## src/rtl/id_ex_decode_pipe.sv

```systemverilog
// Registered ID/EX control boundary: RV32I(+M) decode, illegal-encoding detection,
// load-use bubble insertion, and downstream stall/flush handling.
module id_ex_decode_pipe #(
    parameter bit ENABLE_M = 1'b1,
    parameter int CNT_W    = 16
) (
    input  logic             clk,
    input  logic             rst,
    input  logic             if_valid,
    input  logic [31:0]      instruction,
    input  logic             ex_stall,
    input  logic             flush,
    output logic             id_stall,
    output logic             ex_valid,
    output logic             ex_reg_write,
    output logic             ex_mem_to_reg,
    output logic             ex_mem_read,
    output logic             ex_mem_write,
    output logic             ex_alu_src,
    output logic             ex_branch,
    output logic             ex_jal,
    output logic             ex_jalr,
    output logic             ex_lui,
    output logic             ex_auipc,
    output logic [4:0]       ex_alu_op,
    output logic [2:0]       ex_funct3,
    output logic [4:0]       ex_rd,
    output logic [4:0]       ex_rs1,
    output logic [4:0]       ex_rs2,
    output logic             ex_illegal,
    output logic [CNT_W-1:0] bubble_cnt
);

    localparam logic [6:0] OP_R      = 7'b0110011;
    localparam logic [6:0] OP_IMM    = 7'b0010011;
    localparam logic [6:0] OP_LOAD   = 7'b0000011;
    localparam logic [6:0] OP_STORE  = 7'b0100011;
    localparam logic [6:0] OP_BRANCH = 7'b1100011;
    localparam logic [6:0] OP_JAL    = 7'b1101111;
    localparam logic [6:0] OP_JALR   = 7'b1100111;
    localparam logic [6:0] OP_LUI    = 7'b0110111;
    localparam logic [6:0] OP_AUIPC  = 7'b0010111;

    localparam logic [6:0] F7_BASE = 7'b0000000;
    localparam logic [6:0] F7_ALT  = 7'b0100000;
    localparam logic [6:0] F7_M    = 7'b0000001;

    localparam logic [4:0] ALU_ADD  = 5'd0;
    localparam logic [4:0] ALU_SUB  = 5'd1;
    localparam logic [4:0] ALU_AND  = 5'd2;
    localparam logic [4:0] ALU_OR   = 5'd3;
    localparam logic [4:0] ALU_XOR  = 5'd4;
    localparam logic [4:0] ALU_SLL  = 5'd5;
    localparam logic [4:0] ALU_SRL  = 5'd6;
    localparam logic [4:0] ALU_SRA  = 5'd7;
    localparam logic [4:0] ALU_SLT  = 5'd8;
    localparam logic [4:0] ALU_SLTU = 5'd9;
    localparam logic [4:0] ALU_LUI  = 5'd10;
    localparam logic [4:0] ALU_MUL  = 5'd11;

    typedef struct packed {
        logic       reg_write;
        logic       mem_to_reg;
        logic       mem_read;
        logic       mem_write;
        logic       alu_src;
        logic       branch;
        logic       jal;
        logic       jalr;
        logic       lui;
        logic       auipc;
        logic [4:0] alu_op;
        logic       illegal;
    } ctrl_t;

    logic [6:0] opcode;
    logic [2:0] funct3;
    logic [6:0] funct7;
    logic [4:0] rd;
    logic [4:0] rs1;
    logic [4:0] rs2;

    assign opcode = instruction[6:0];
    assign rd     = instruction[11:7];
    assign funct3 = instruction[14:12];
    assign rs1    = instruction[19:15];
    assign rs2    = instruction[24:20];
    assign funct7 = instruction[31:25];

    ctrl_t dec;
    logic  uses_rs1;
    logic  uses_rs2;

    // NOTE: every decode output gets a default before the case, so no path leaves it unassigned (no latch).
    always_comb begin
        dec      = '0;
        uses_rs1 = 1'b0;
        uses_rs2 = 1'b0;
        case (opcode)
            OP_R: begin
                uses_rs1      = 1'b1;
                uses_rs2      = 1'b1;
                dec.reg_write = 1'b1;
                if (funct7 == F7_BASE) begin
                    case (funct3)
                        3'b000:  dec.alu_op = ALU_ADD;
                        3'b001:  dec.alu_op = ALU_SLL;
                        3'b010:  dec.alu_op = ALU_SLT;
                        3'b011:  dec.alu_op = ALU_SLTU;
                        3'b100:  dec.alu_op = ALU_XOR;
                        3'b101:  dec.alu_op = ALU_SRL;
                        3'b110:  dec.alu_op = ALU_OR;
                        default: dec.alu_op = ALU_AND;
                    endcase
                end else if (funct7 == F7_ALT) begin
                    if (funct3 == 3'b000)      dec.alu_op  = ALU_SUB;
                    else if (funct3 == 3'b101) dec.alu_op  = ALU_SRA;
                    else                       dec.illegal = 1'b1;
                end else if (funct7 == F7_M && ENABLE_M) begin
                    // MUL..REMU occupy consecutive codes in funct3 order.
                    dec.alu_op = ALU_MUL + {2'b00, funct3};
                end else begin
                    dec.illegal = 1'b1;
                end
            end
            OP_IMM: begin
                uses_rs1      = 1'b1;
                dec.reg_write = 1'b1;
                dec.alu_src   = 1'b1;
                case (funct3)
                    3'b000: dec.alu_op = ALU_ADD;
                    3'b010: dec.alu_op = ALU_SLT;
                    3'b011: dec.alu_op = ALU_SLTU;
                    3'b100: dec.alu_op = ALU_XOR;
                    3'b110: dec.alu_op = ALU_OR;
                    3'b111: dec.alu_op = ALU_AND;
                    3'b001: begin
                        dec.alu_op = ALU_SLL;
                        if (funct7 != F7_BASE) dec.illegal = 1'b1;
                    end
                    default: begin
                        if (funct7 == F7_BASE)     dec.alu_op  = ALU_SRL;
                        else if (funct7 == F7_ALT) dec.alu_op  = ALU_SRA;
                        else                       dec.illegal = 1'b1;
                    end
                endcase
            end
            OP_LOAD: begin
                uses_rs1       = 1'b1;
                dec.reg_write  = 1'b1;
                dec.mem_to_reg = 1'b1;
                dec.mem_read   = 1'b1;
                dec.alu_src    = 1'b1;
                if (funct3 == 3'b011 || funct3 == 3'b110 || funct3 == 3'b111) dec.illegal = 1'b1;
            end
            OP_STORE: begin
                uses_rs1      = 1'b1;
                uses_rs2      = 1'b1;
                dec.mem_write = 1'b1;
                dec.alu_src   = 1'b1;
                if (funct3 > 3'b010) dec.illegal = 1'b1;
            end
            OP_BRANCH: begin
                uses_rs1   = 1'b1;
                uses_rs2   = 1'b1;
                dec.branch = 1'b1;
                case (funct3)
                    3'b000, 3'b001: dec.alu_op  = ALU_SUB;
                    3'b100, 3'b101: dec.alu_op  = ALU_SLT;
                    3'b110, 3'b111: dec.alu_op  = ALU_SLTU;
                    default:        dec.illegal = 1'b1;
                endcase
            end
            OP_JAL: begin
                dec.reg_write = 1'b1;
                dec.jal       = 1'b1;
            end
            OP_JALR: begin
                uses_rs1      = 1'b1;
                dec.reg_write = 1'b1;
                dec.alu_src   = 1'b1;
                dec.jalr      = 1'b1;
                if (funct3 != 3'b000) dec.illegal = 1'b1;
            end
            OP_LUI: begin
                dec.reg_write = 1'b1;
                dec.alu_src   = 1'b1;
                dec.lui       = 1'b1;
                dec.alu_op    = ALU_LUI;
            end
            OP_AUIPC: begin
                dec.reg_write = 1'b1;
                dec.alu_src   = 1'b1;
                dec.auipc     = 1'b1;
            end
            default: dec.illegal = 1'b1;
        endcase

        // An illegal instruction travels down as a harmless ADD that only raises the flag.
        if (dec.illegal) begin
            dec         = '0;
            dec.illegal = 1'b1;
        end
    end

    ctrl_t      ex_ctrl;
    logic       load_use;

    assign load_use = if_valid && ex_valid && ex_ctrl.mem_read && (ex_rd != 5'd0) &&
                      ((uses_rs1 && (rs1 == ex_rd)) || (uses_rs2 && (rs2 == ex_rd)));

    assign id_stall = !flush && (ex_stall || load_use);

    // NOTE: sequential state uses non-blocking assignments so every register samples pre-edge values.
    always_ff @(posedge clk) begin
        if (rst) begin
            ex_valid   <= 1'b0;
            ex_ctrl    <= '0;
            ex_funct3  <= '0;
            ex_rd      <= '0;
            ex_rs1     <= '0;
            ex_rs2     <= '0;
            bubble_cnt <= '0;
        end else if (flush) begin
            ex_valid  <= 1'b0;
            ex_ctrl   <= '0;
            ex_funct3 <= '0;
            ex_rd     <= '0;
            ex_rs1    <= '0;
            ex_rs2    <= '0;
        end else if (ex_stall) begin
            ex_valid <= ex_valid;
        end else if (load_use) begin
            ex_valid  <= 1'b0;
            ex_ctrl   <= '0;
            ex_funct3 <= '0;
            ex_rd     <= '0;
            ex_rs1    <= '0;
            ex_rs2    <= '0;
            if (bubble_cnt != '1) bubble_cnt <= bubble_cnt + {{(CNT_W-1){1'b0}}, 1'b1};
        end else if (if_valid) begin
            ex_valid  <= 1'b1;
            ex_ctrl   <= dec;
            ex_funct3 <= funct3;
            ex_rd     <= rd;
            ex_rs1    <= rs1;
            ex_rs2    <= rs2;
        end else begin
            ex_valid  <= 1'b0;
            ex_ctrl   <= '0;
            ex_funct3 <= '0;
            ex_rd     <= '0;
            ex_rs1    <= '0;
            ex_rs2    <= '0;
        end
    end

    assign ex_reg_write  = ex_ctrl.reg_write;
    assign ex_mem_to_reg = ex_ctrl.mem_to_reg;
    assign ex_mem_read   = ex_ctrl.mem_read;
    assign ex_mem_write  = ex_ctrl.mem_write;
    assign ex_alu_src    = ex_ctrl.alu_src;
    assign ex_branch     = ex_ctrl.branch;
    assign ex_jal        = ex_ctrl.jal;
    assign ex_jalr       = ex_ctrl.jalr;
    assign ex_lui        = ex_ctrl.lui;
    assign ex_auipc      = ex_ctrl.auipc;
    assign ex_alu_op     = ex_ctrl.alu_op;
    assign ex_illegal    = ex_ctrl.illegal;

endmodule

```

## config.mk

```make
export PLATFORM = sky130hd
export DESIGN_NAME = id_ex_decode_pipe
export DESIGN_NICKNAME = d
export VERILOG_FILES = /design/src/rtl/id_ex_decode_pipe.sv
export SDC_FILE = /design/constraint.sdc
export NUM_CORES = 1
export LEC_CHECK = 0
export ABC_AREA = 1
export BUFFER_PORTS_ARGS = -buffer_cell sky130_fd_sc_hd__buf_2
export CORE_UTILIZATION = 30
export DETAILED_ROUTE_END_ITERATION = 10
export PLACE_DENSITY_LB_ADDON = 0.2
export SETUP_SLACK_MARGIN = 0.2
export SLEW_MARGIN = 20
export SYNTH_ARGS = -nofsm -noshare
export SYNTH_HDL_FRONTEND = slang
export SYNTH_SLANG_ARGS = --single-unit
```

## constraint.sdc

```tcl
create_clock -name clk -period 5.5 [get_ports clk]
set_input_delay 1.1 -clock clk [delete_from_list [all_inputs] [get_ports clk]]
set_output_delay 1.1 -clock clk [all_outputs]
set_load 0.05 [all_outputs]
```

==> results of run 1 <==
cells in the mapped netlist, drive strengths merged:
master	n
ha	7
nand3b	1
dfxtp	50
o22ai	1
nor3b	1
clkbuf	10
nor2	50
xnor2	7
nor3	13
buf	9
xor2	4
o21a	1
or2	2
inv	59
o21ai	20
a21oi	46
nand2	137
o211ai	1
clkinv	1
or3b	1
nand3	38
nand4	31
metrics by stage:
stage,util,power [uW],cell area [um2],setup slack (ps),instances
5_1_grt,0.3671,722.4,3772,1459,703
2_1_floorplan,-,444.4,3179,1692,490
3_5_place_dp,0.3587,479.3,3686,1725,695
4_1_cts,0.3671,695.6,3772,1715,703
3_3_place_gp,0.3587,479.3,3686,1741,695
6_report,0.3671,689.4,3772,1684,703
power groups by stage:
stage,Sequential (uW),Combinational (uW),Clock (uW)
6_report,367,103,219
5_1_grt,368,115,239
4_1_cts,367,104,224
3_5_place_dp,376,104,0
3_3_place_gp,376,104,0
2_1_floorplan,386,58.3,0
worst max-delay path, cell delays in order:
cell     delay, ps
buf_2          110
inv_1           60
nand2_1         60
nor2_2         220
o21ai_1        150
nor2_1         110
nand2_1         50
nand2_1        100
nand2_2        260
a21oi_1        210
buf_2          280
cells by family (layout without fill, tap and decap cells):
logic type | after synthesis | count (layout)
xor+xnor | 11 | 11
fa+ha+maj | 7 | 7
flops | 50 | 50
compound gates | 69 | 69
buf+inv | 79 | 156
simple gates | 274 | 274
metal layers:
layer,vias to the layer above,global-route usage,share of wire
li1,1744,-,-
met1,1515,0.2364,0.49
met2,77,0.2696,0.45
met3,5,0.02246,0.052
met4,0,0.03622,0.0073
met5,-,0,0
area by class of cell:
class / instances / area, um2 / area share
timing repair buffer: 88 / 440.4 / 0.1167
clock buffer: 6 / 72.57 / 0.01924
tap: 136 / 170.2 / 0.04511
inverter: 60 / 226.5 / 0.06003
multi-input combinational: 361 / 1848 / 0.4899
clock inverter: 2 / 13.76 / 0.003648
sequential: 50 / 1001 / 0.2653
how the worst max path moves through the flow:
| stage | endpoint | from | depth (start not counted) | slack (ps) |
|---|---|---|---|---|
| 5_1_grt | id_stall | instruction[3] | 11 | 1460 |
| 3_5_place_dp | id_stall | instruction[3] | 11 | 1730 |
| 3_3_place_gp | id_stall | instruction[3] | 11 | 1740 |
| 4_1_cts | id_stall | instruction[3] | 11 | 1710 |
| 2_1_floorplan | id_stall | instruction[1] | 9 | 1690 |
| 6_report | id_stall | instruction[3] | 11 | 1680 |
==> summary by stage, run 1 <==
Timing
Hold is met by between 400 and 500 ps. The final number of hold-violating endpoints came to 0. Summed over all failing endpoints, the final setup total negative slack is 0 ps. For the pin with the worst max-slew slack, the measured transition is between 700 and 800 ps. Measured against its own limit, the worst slew margin works out to 0.4874. The maximum clock frequency is 262.0 MHz. The smallest clock period supported by the final layout is computed as between 3000 and 4000 ps. The share of the cycle needed by the critical path after routing is 0.6939.

Setup repair after global routing left no endpoint under its margin. The count of pins over their slew limit is 0. The number of setup violations in the final report is 0. Clock skew on the completed layout was measured at 14.48 ps.

Global route
The first global-routing pass estimated about 15000 um of wire. The initial antenna violation count is 0. Entering global routing, the biggest net connects 37 pins. In the global route stage, overall resource usage came out at 0.1672. The total overflow left after global routing is 0. The number of global-route vias before repair came to 3119.

Critical path
In this run the critical register-to-register path is launched from ex_rd[1]$_SDFFE_PP0N_. The required time at the worst-slack endpoint is between 4000 and 5000 ps. For the worst flop-to-flop path, the logic depth is 11. STA puts the critical path data arrival time at 2720 ps. The worst register-to-register path has a setup slack of 3390 ps. The destination of the worst register-to-register timing path is bubble_cnt[13]$_SDFFE_PP0P_. The startpoint class of the critical path is a primary input. The critical path start-end classification is in2out. The largest fanout on the critical path is 23. The worst setup path is captured at a primary output.

Yosys
The cell area that synthesis handed to floorplanning was 3179 um2. The post-synthesis sequential element count is 50. Of the total synthesized cell area, the portion taken by AND, OR, NAND and NOR gates is 0.4010.

The compound-gate portion of the synthesized area was 0.1224. When the netlist entered floorplanning its net count stood at 534. The share of the yosys chip area belonging to registers is 0.3148.

Of the post-synthesis cell area, the dominant cell type holds 0.3148. The main combinational cell family by area after synthesis is simple AND/OR/NAND/NOR gates. In the post-synthesis netlist, the biggest area contributors are dfxtp_1 (31%), nand2_1 (15%), inv_1 (6.8%).

Of the total synthesized cell area, the portion taken by full adders, half adders and majority gates is 0.02755. Synthesis produced a netlist whose cell count is 490. Of the total synthesized cell area, the portion taken by XOR and XNOR cells is 0.03030. Measured against the total synthesized area, the mux share comes to 0. Synthesis instantiated 35 different standard cells from the library. A synthesized cell averages 6.488 um2. Yosys printed 0 warnings. The largest total area in the synthesized netlist belongs to dfxtp_1.

Run status
The run finished with clean final reports.

Clock network
In this run the clock root is driven by a clkbuf_8. The CTS tree is yes. The clock reaches the later pin of the worst-skew pair after 310 ps. Clock tree synthesis inserted a total of 5 buffers. The TritonCTS sink count is 50. Once the clock tree was built, the resizer swapped 0 gates to a different size.

For this design, the CTS-stage hold fixing added 0 buffers. The buffer levels on the longest clock path is 2. The clock input transition at the sequential cells of the worst setup and hold paths is 100 ps. In this run the post-CTS setup repair buffer count came out at 0. The H-tree was split into 2 levels.

Final layout
The area growth from synthesis to layout is 18.65%. The register with the most flip-flops in the layout has 16 of them. The layout has 1148 filler cells. The share of cells above drive strength 1 is 0.2363. The number of antenna diodes in the final layout is 0. The library cell used most frequently in the layout, excluding fill and tap cells, is nand2_1. The register ranked first by flip-flop count is bubble_cnt. The library cells used most frequently in the layout, excluding fill and tap cells, are nand2_1 (123), buf_2 (88), inv_1 (58), dfxtp_1 (50), nor2_1 (43). For this run, the post-layout net count is 610.

Drt
For this run, design rule violations remaining after detail routing come to 0. In this run, the number of DRC markers left after iteration 0 of detailed routing was 118. Before antenna repair, the detailed router went through 4 iterations. The total length of routed wires is 8985 um. The number of vias per cell after detailed routing is 4.752. The total via count after detailed routing is 3341.

The number of nets with antenna violations after routing is 0. Dividing the detail-routed wire length by the instance count gives 12.78 um.

Floorplanning
The floorplan step defined a core boundary enclosing 10280 um2. The die covers 11010 um2. In this run the horizontal extent of the chip is approximately 100 um. The number of rows in the core area is 37. The height of the chip is 104.9 um. For this design the top-level I/O count stands at ~90. For this configuration, the core starts out at a cell density of 0.3093.

Pwr
The share of total power dissipated in combinational logic is 0.150. The cell-internal power is 486.2 uW. The analysis attributes to net switching a power of 203.2 uW. For this design the ratio of total power to cell area is 182.7 nW/um2. The proportion of power drawn by the clock network is 0.317. For this design the static power due to leakage is 0.001701 uW. The sequential fraction of design power is 0.533. The worst IR drop on VDD is 0.08040 mV. Of the total power, the share spent switching nets is 0.2947.

Place
The count of buffers added on input and output ports is 88. The routability congestion estimate is 0.8996. Once detailed placement completed, the half-perimeter wirelength came to 6933 um.

Min path
The worst hold endpoint is ex_rs2[0]$_SDFFE_PP0N_. The startpoint identified for the worst hold timing path is ex_rs2[0]$_SDFFE_PP0N_. The path class of the tightest hold or removal check is reg2reg. The instance count along the most critical hold path is 2.

Run
The tool flagged a number of max-cap violations equal to 0.
Power figures use the tool's default switching activity.
==> run 2, diff against run 1 <==
Clock period 5.5 ns to 3.9 ns, I/O delays scaled along.
==> run 2 against run 1 <==
  * Die area did not move
  * Largest cell class unchanged
  * Worst setup slack lost 680 ps
  * Sequential cell count is the same
  * Clock skew is 9.9 ps lower
  * Power up 53%
  * Clock power increased by 79%
  * Critical endpoint unchanged
  * Combinational power is 42% higher
  * Non-clock buffer count grew 2
  * Register-to-register slack worse by 1600 ps
  * Via count up 0.39%
  * Critical path depth is the same
  * Largest power group unchanged
==> summary by stage, run 2 (synthesized netlist as in run 1, its figures left out) <==
Final layout
The area growth from synthesis to final layout came to 20.07% (was 18.65%). The register ranked first by flip-flop count is bubble_cnt (unchanged). The area of all placed cells without fillers is 3817 um2 (was 3772 um2). The number of antenna cells inserted is 0 (unchanged).

Most frequent cells in the layout: nand2_1 (123), buf_2 (88), inv_1 (58), dfxtp_1 (50), nor2_1 (43) (unchanged). The final net count is 612 (was 610). The share of cells above drive strength 1 came to 0.2408 (was 0.2363).

The number of flip-flops in the largest register is 16 (unchanged). The most common library cell in the layout ignoring fill and taps is nand2_1 (unchanged).

Min path
The beginning of the worst hold path is ex_rs2[0]$_SDFFE_PP0N_ (unchanged). The instance count along the most critical hold path was 2 (unchanged). The worst hold endpoint is ex_rs2[0]$_SDFFE_PP0N_ (unchanged).

The class of the most critical hold timing path is reg2reg (unchanged).

Place
The detailed placer's ending HPWL is 6759 um (was 6933 um). The count of input and output buffers is 88 (unchanged). The placement-stage cell area came to 3701 um2 (was 3686 um2). The routability congestion estimate came to 0.8914 (was 0.8996).

The setup slack at placement is 1009 ps (was 1725 ps).

Clock network
The count of buffers added by post-CTS timing repair for setup is 0 (unchanged). The buffer levels on the longest clock path came to 2 (unchanged). The TritonCTS sink count is 50 (unchanged).

The clock input transition at the sequential cells of the worst setup and hold paths is 100 ps (about the same). The CTS tree is yes (unchanged). The number of hold buffers added after cts is 0 (unchanged). The CTS H-tree depth is 2 (unchanged). The cell at the root of the clock tree is clkbuf_8 (unchanged).

The number of buffers created by CTS is 5 (unchanged). The later-pin clock latency in the skew report is 320 ps (was 310 ps). The number of resized instances in the post-cts repair step is 0 (unchanged).

Drt
The total via count after detailed routing is 3354 (was 3341). The number of vias per cell after detailed routing is 4.757 (was 4.752). The total length of routed wires was 8851 um (was 8985 um).

The met2 layer wire length in the routed design was 3896 um (was 4006 um). The uppermost layer routed is met4 (unchanged). The met3 wirelength from detailed routing came to 448 um (was 471 um). The number of nets with antenna violations after routing came to 0 (unchanged).

The average detailed-routed wire length per instance came to 12.55 um (was 12.78 um). The total routed wire length on the met1 layer is 4349 um (was 4440 um). The number of violations reported at the end of detailed-routing iteration 0 is 130 (was 118). The post-route DRC violation count is 0 (unchanged).

The total iterations of the first detailed-routing run is 4 (unchanged).

Global route
The initial antenna violation count was 0 (unchanged). The pin count of the biggest net entering global routing was 37 (unchanged). The aggregate global-route resource usage came to 0.1658 (was 0.1672).

The residual overflow from global routing came to 0 (unchanged). The global-route wire length before repair is 14770 um (was 15090 um). The number of global-route vias before repair is 3091 (was 3119).

Timing
The final worst clock skew is 4.621 ps (was 14.48 ps). The share of the cycle needed by the critical path after routing is 0.7414. The aggregate negative setup slack is 0 ps (unchanged). The measured slew at the worst slew-check pin was 771.6 ps (was 768.8 ps).

The relative slew slack came to 0.4856 (was 0.4874). The number of setup violations in the final report came to 0 (unchanged). The worst hold slack after final layout came to 464.7 ps (was 463.5 ps). The maximum clock frequency is 345.8 MHz. The worst setup slack after layout is 1009 ps (was 1684 ps). Setup repair after global routing missed its margin: false (unchanged). The time the worst path needs with I/O delays and setup is 2891 ps.

The final number of hold-violating endpoints is 0 (unchanged). The count of pins over their slew limit is 0 (unchanged).

Pwr
The overall power of the completed layout is 1057 uW (was 689.4 uW). The total power divided by cell area is 276.8 nW/um2 (was 182.7 nW/um2). The worst IR drop on VDD came to 0.1225 mV (was 0.08040 mV).

The static power due to leakage was 0.001724 uW (was 0.001701 uW).

Floorplanning
The placeable core region is 10280 um2 (unchanged). The area of the die came to 11010 um2 (unchanged). The initial core utilization was 0.3093 (unchanged). The I/O pin total is 89 (unchanged). The number of rows in the core area came to 37 (unchanged). The horizontal die dimension is 104.9 um (unchanged).

The height of the chip came to 104.9 um (unchanged).

Critical path
The launch point of the critical path is instruction[3] (unchanged). The worst-case reg-to-reg path depth came to 13 (was 11). The arrival time of data at the critical path endpoint is 2110 ps (was 2720 ps). The nature of the critical path endpoint is a primary output (unchanged). The reg-to-reg startpoint was ex_rd[3]$_SDFFE_PP0N_ (was ex_rd[1]$_SDFFE_PP0N_). The destination of the worst register-to-register timing path was ex_alu_op[0]$_SDFFE_PP0N_ (was bubble_cnt[13]$_SDFFE_PP0P_). The largest fanout on the critical path is 7 (was 23). The worst reg-to-reg setup slack came to 1790 ps (was 3390 ps). The startpoint class of the critical path is a primary input (unchanged). The required time at the worst-slack endpoint is 3120 ps (was 4400 ps). The critical path start-end classification is in2out (unchanged).

Run status
Status: finished clean (unchanged).

Run
The number of violations of the max-capacitance limit is 0 (unchanged).
## run 2: changes by cell type in the layout (fill, tap and decap cells not counted), sizes merged
cell,before,now
buf,88,90
bufinv,0,1
clkbuf,6,5
clkinv,3,1
inv,59,61
## run 2: metal layers
| metal | vias to the layer above | track usage |
|---|---|---|
| li1 | 1759 | - |
| met1 | 1510 | 0.2269 |
| met2 | 75 | 0.2616 |
| met3 | 10 | 0.02807 |
| met4 | 0 | 0.05835 |
| met5 | - | 0 |
## run 2: report_power, final
part	switching [uW]	internal (uW)	total [uW]
Combinational	101	44.6	146
Sequential	3.34	515	518
Clock	197	196	393
Total	301	755	1060
## run 2: final cells by class
| type | count | area, um2 |
|---|---|---|
| clock buffer | 5 | 68.82 |
| inverter | 60 | 226.5 |
| sequential | 50 | 1001 |
| tap | 136 | 170.2 |
| fill | 1160 | 6460 |
| clock inverter | 3 | 47.55 |
| timing repair buffer | 90 | 455.4 |
| multi-input combinational | 361 | 1848 |
## run 2: through the flow
stage                     utilization  cells
final                          0.3714    705
after global routing           0.3714    705
after CTS                      0.3714    705
after detailed placement       0.3601    697
after global placement         0.3601    697
after floorplan                     -    490
## run 2: worst max-delay path by stage
stage	endpoint	slack (ps)	cells after the start
finish	id_stall	1010	11
global route	id_stall	840	11
global placement	id_stall	1040	11
detailed placement	id_stall	1010	11
CTS	id_stall	1010	11
floorplan	id_stall	730	9
## run 2: worst max-delay path: stages
cell and delay [ps]:
buf_2 110, inv_1 60, nand2_1 60, nor2_2 220, o21ai_1 150, nor2_1 100, nand2_1 50, nand2_1 110
nand2_2 70, a21oi_1 120, buf_2 270
==> run 3, diff against run 2 <==
Clock period 3.9 ns to 2.68 ns, I/O delays scaled along.
==> run 3 against run 2 <==
  * Final area is 0.92% higher
  * First-iteration DRC count is 4.6% higher
  * Global-route usage is 0.17 points higher
  * Power is 35% higher
  * Critical path depth stayed put
  * Sequential share of layout area is 0.21 points lower
  * Count of clock-buffer cells in the layout is 1 higher
  * Register-to-register slack worse by 930 ps
  * Via count is 2.0% higher
  * Clock skew is 6.2 ps higher
  * Core utilization is 0.34 points higher
  * Final cell count is 0.57% higher
  * Critical endpoint unchanged
==> summary by stage, run 3 (synthesized netlist as in run 1, its figures left out) <==
Floorplanning
The number of rows in the core area is 37 (unchanged). The horizontal die dimension is 104.9 um (unchanged). The area of the die was 11010 um2 (unchanged). The initial core utilization was 0.3093 (unchanged). The height of the chip is 104.9 um (unchanged). The I/O pin total is 89 (unchanged). The placeable core region was 10280 um2 (unchanged).

Final layout
The final net count is 616 (was 612). The final core utilization was 0.3748 (was 0.3714). The share of cells above drive strength 1 came to 0.2531 (was 0.2408).

The area growth from synthesis to final layout is 21.17% (was 20.07%). The number of flip-flops in the largest register is 16 (unchanged). The most common library cell in the layout ignoring fill and taps is nand2_1 (unchanged). The number of antenna cells inserted is 0 (unchanged). The register ranked first by flip-flop count is bubble_cnt (unchanged).

Most frequent cells in the layout: nand2_1 (123), buf_2 (87), inv_1 (58), dfxtp_1 (49), nor2_1 (41) (was nand2_1 (123), buf_2 (88), inv_1 (58), dfxtp_1 (50), nor2_1 (43)).

Global route
The residual overflow from global routing is 0 (unchanged). The number of global-route vias before repair was 3005 (was 3091). The global-route wire length before repair came to 14910 um (was 14770 um). The pin count of the biggest net entering global routing is 35 (was 37). The aggregate global-route resource usage is 0.1675 (was 0.1658).

The initial antenna violation count came to 0 (unchanged).

Critical path
The cell with the biggest individual delay on the critical path is clkbuf_4 (was buf_2). The cell repeated most along the worst path is nand2_1 (unchanged). The worst reg-to-reg setup slack is 860 ps (was 1790 ps).

Cells traversed along the worst timing path: buf_2 > inv_1 > nand2_1 > nor2_4 > o21ai_1 > nor2_1 > nand2_1 > nand2_1 > nand2_2 > a21oi_2 > clkbuf_4 (was buf_2 > inv_1 > nand2_1 > nor2_2 > o21ai_1 > nor2_1 > nand2_1 > nand2_1 > nand2_2 > a21oi_1 > buf_2). The nature of the critical path endpoint is a primary output (unchanged). The largest stage delay on the critical path is 230 ps (was 270 ps).

The startpoint class of the critical path is a primary input (unchanged). The arrival time of data at the critical path endpoint came to 1790 ps (was 2110 ps). The required time at the worst-slack endpoint is 2140 ps (was 3120 ps). The critical path start-end classification is in2out (unchanged).

The largest fanout on the critical path was 7 (unchanged).

Timing
The final number of hold-violating endpoints is 0 (unchanged). The number of setup violations in the final report is 0 (unchanged). The final worst clock skew is 10.81 ps (was 4.621 ps). The time the worst path needs with I/O delays and setup is roughly 2300 ps. Setup repair after global routing missed its margin: false (unchanged). The maximum clock frequency is 430.6 MHz.

The count of pins over their slew limit is 0 (unchanged). The aggregate negative setup slack was 0 ps (unchanged). The relative slew slack was 0.4750 (was 0.4856). The share of the cycle needed by the critical path after routing is 0.8665.

The measured slew at the worst slew-check pin is 787.5 ps (was 771.6 ps). The worst setup slack after layout is 357.7 ps (was 1009 ps).

Min path
The class of the most critical hold timing path is reg2reg (unchanged).

Clock network
The TritonCTS sink count came to 50 (unchanged). The clock input transition at the sequential cells of the worst setup and hold paths is 90 ps (was 100 ps). The CTS H-tree depth is 2 (unchanged). The count of buffers added by post-CTS timing repair for setup was 0 (unchanged). The number of hold buffers added after cts is 0 (unchanged).

The CTS tree is yes (unchanged). The later-pin clock latency in the skew report is 310 ps (was 320 ps). The buffer levels on the longest clock path was 2 (unchanged). The cell at the root of the clock tree is clkbuf_8 (unchanged). The number of buffers created by CTS is 5 (unchanged).

Run status
Status: finished clean (unchanged).

Place
The count of input and output buffers was 88 (unchanged). The routability congestion estimate is 0.8488 (was 0.8914). The detailed placer's ending HPWL came to 6903 um (was 6759 um). The setup slack at placement is 247.5 ps (was 1009 ps).

Drt
The total length of routed wires is 9090 um (was 8851 um). The number of violations reported at the end of detailed-routing iteration 0 is 136 (was 130). The total iterations of the first detailed-routing run was 7 (was 4). The number of nets with antenna violations after routing is 0 (unchanged). The total via count after detailed routing is 3421 (was 3354). The number of vias per cell after detailed routing is 4.825 (was 4.757).

The post-route DRC violation count came to 0 (unchanged). The average detailed-routed wire length per instance is 12.82 um (was 12.55 um).

Pwr
The static power due to leakage is 0.001734 uW (was 0.001724 uW). The total power divided by cell area is 370.3 nW/um2 (was 276.8 nW/um2). The worst IR drop on VDD is 0.2370 mV (was 0.1225 mV). The overall power of the completed layout is 1427 uW (was 1057 uW).

Run
The number of violations of the max-capacitance limit is 0 (unchanged).
## run 3: repair_timing
item	4_1_cts	5_1_grt
resized for setup	0	6
setup endpoints to repair	0	1
endpoints found under the hold margin	0	0
## run 3: cell type report
type | instances | area, um2
multi-input cells | 361 | 1867
clock buffers | 6 | 72.57
flip-flops and latches | 50 | 1002
clock inverters | 2 | 13.76
repair buffers | 94 | 500.5
well taps | 136 | 170.2
inverters | 60 | 226.5
fillers | 1152 | 6425
## run 3: per-layer routing
metal  GRT usage  vias to the layer above  part of all wire  wire, um
met1      0.2330                     1562              0.50      4583
li1            -                     1756                 -         -
met5           0                        -                 0         0
met2      0.2739                       97              0.45      4053
met3     0.02183                        6             0.041       372
met4     0.03924                        0            0.0088        80
## run 3: where the power goes
part	leakage [uW]	internal, uW	switching, uW
combinational	0.00128	69.8	152
sequential	0.000404	749	4.80
clock	0.0000452	185	266
## run 3: worst max-delay path, delay by kind of cell
kind            cells  cell delay, ps
simple gates        6             590
compound gates      2             260
buf+inv             3             400
## run 3: per-stage QoR
stage / area, um2 / cells / hold slack [ps]
after floorplan: 3183 / 490 / 605.1
after global placement: 3747 / 701 / 445.3
after detailed placement: 3747 / 701 / 449.5
after CTS: 3834 / 709 / 463.3
after global routing: 3852 / 709 / 482.3
final: 3852 / 709 / 459.9
## run 3: worst paths after layout
| kind | start | end | cells after the start |
|---|---|---|---|
| worst min register to register | ex_rs2[0]$_SDFFE_PP0N_ | ex_rs2[0]$_SDFFE_PP0N_ | 2 |
| worst max register to register | ex_rd[0]$_SDFFE_PP0N_ | bubble_cnt[13]$_SDFFE_PP0P_ | 11 |
| worst min-delay path | ex_rs2[0]$_SDFFE_PP0N_ | ex_rs2[0]$_SDFFE_PP0N_ | 2 |
| worst max-delay path | instruction[3] | id_stall | 11 |
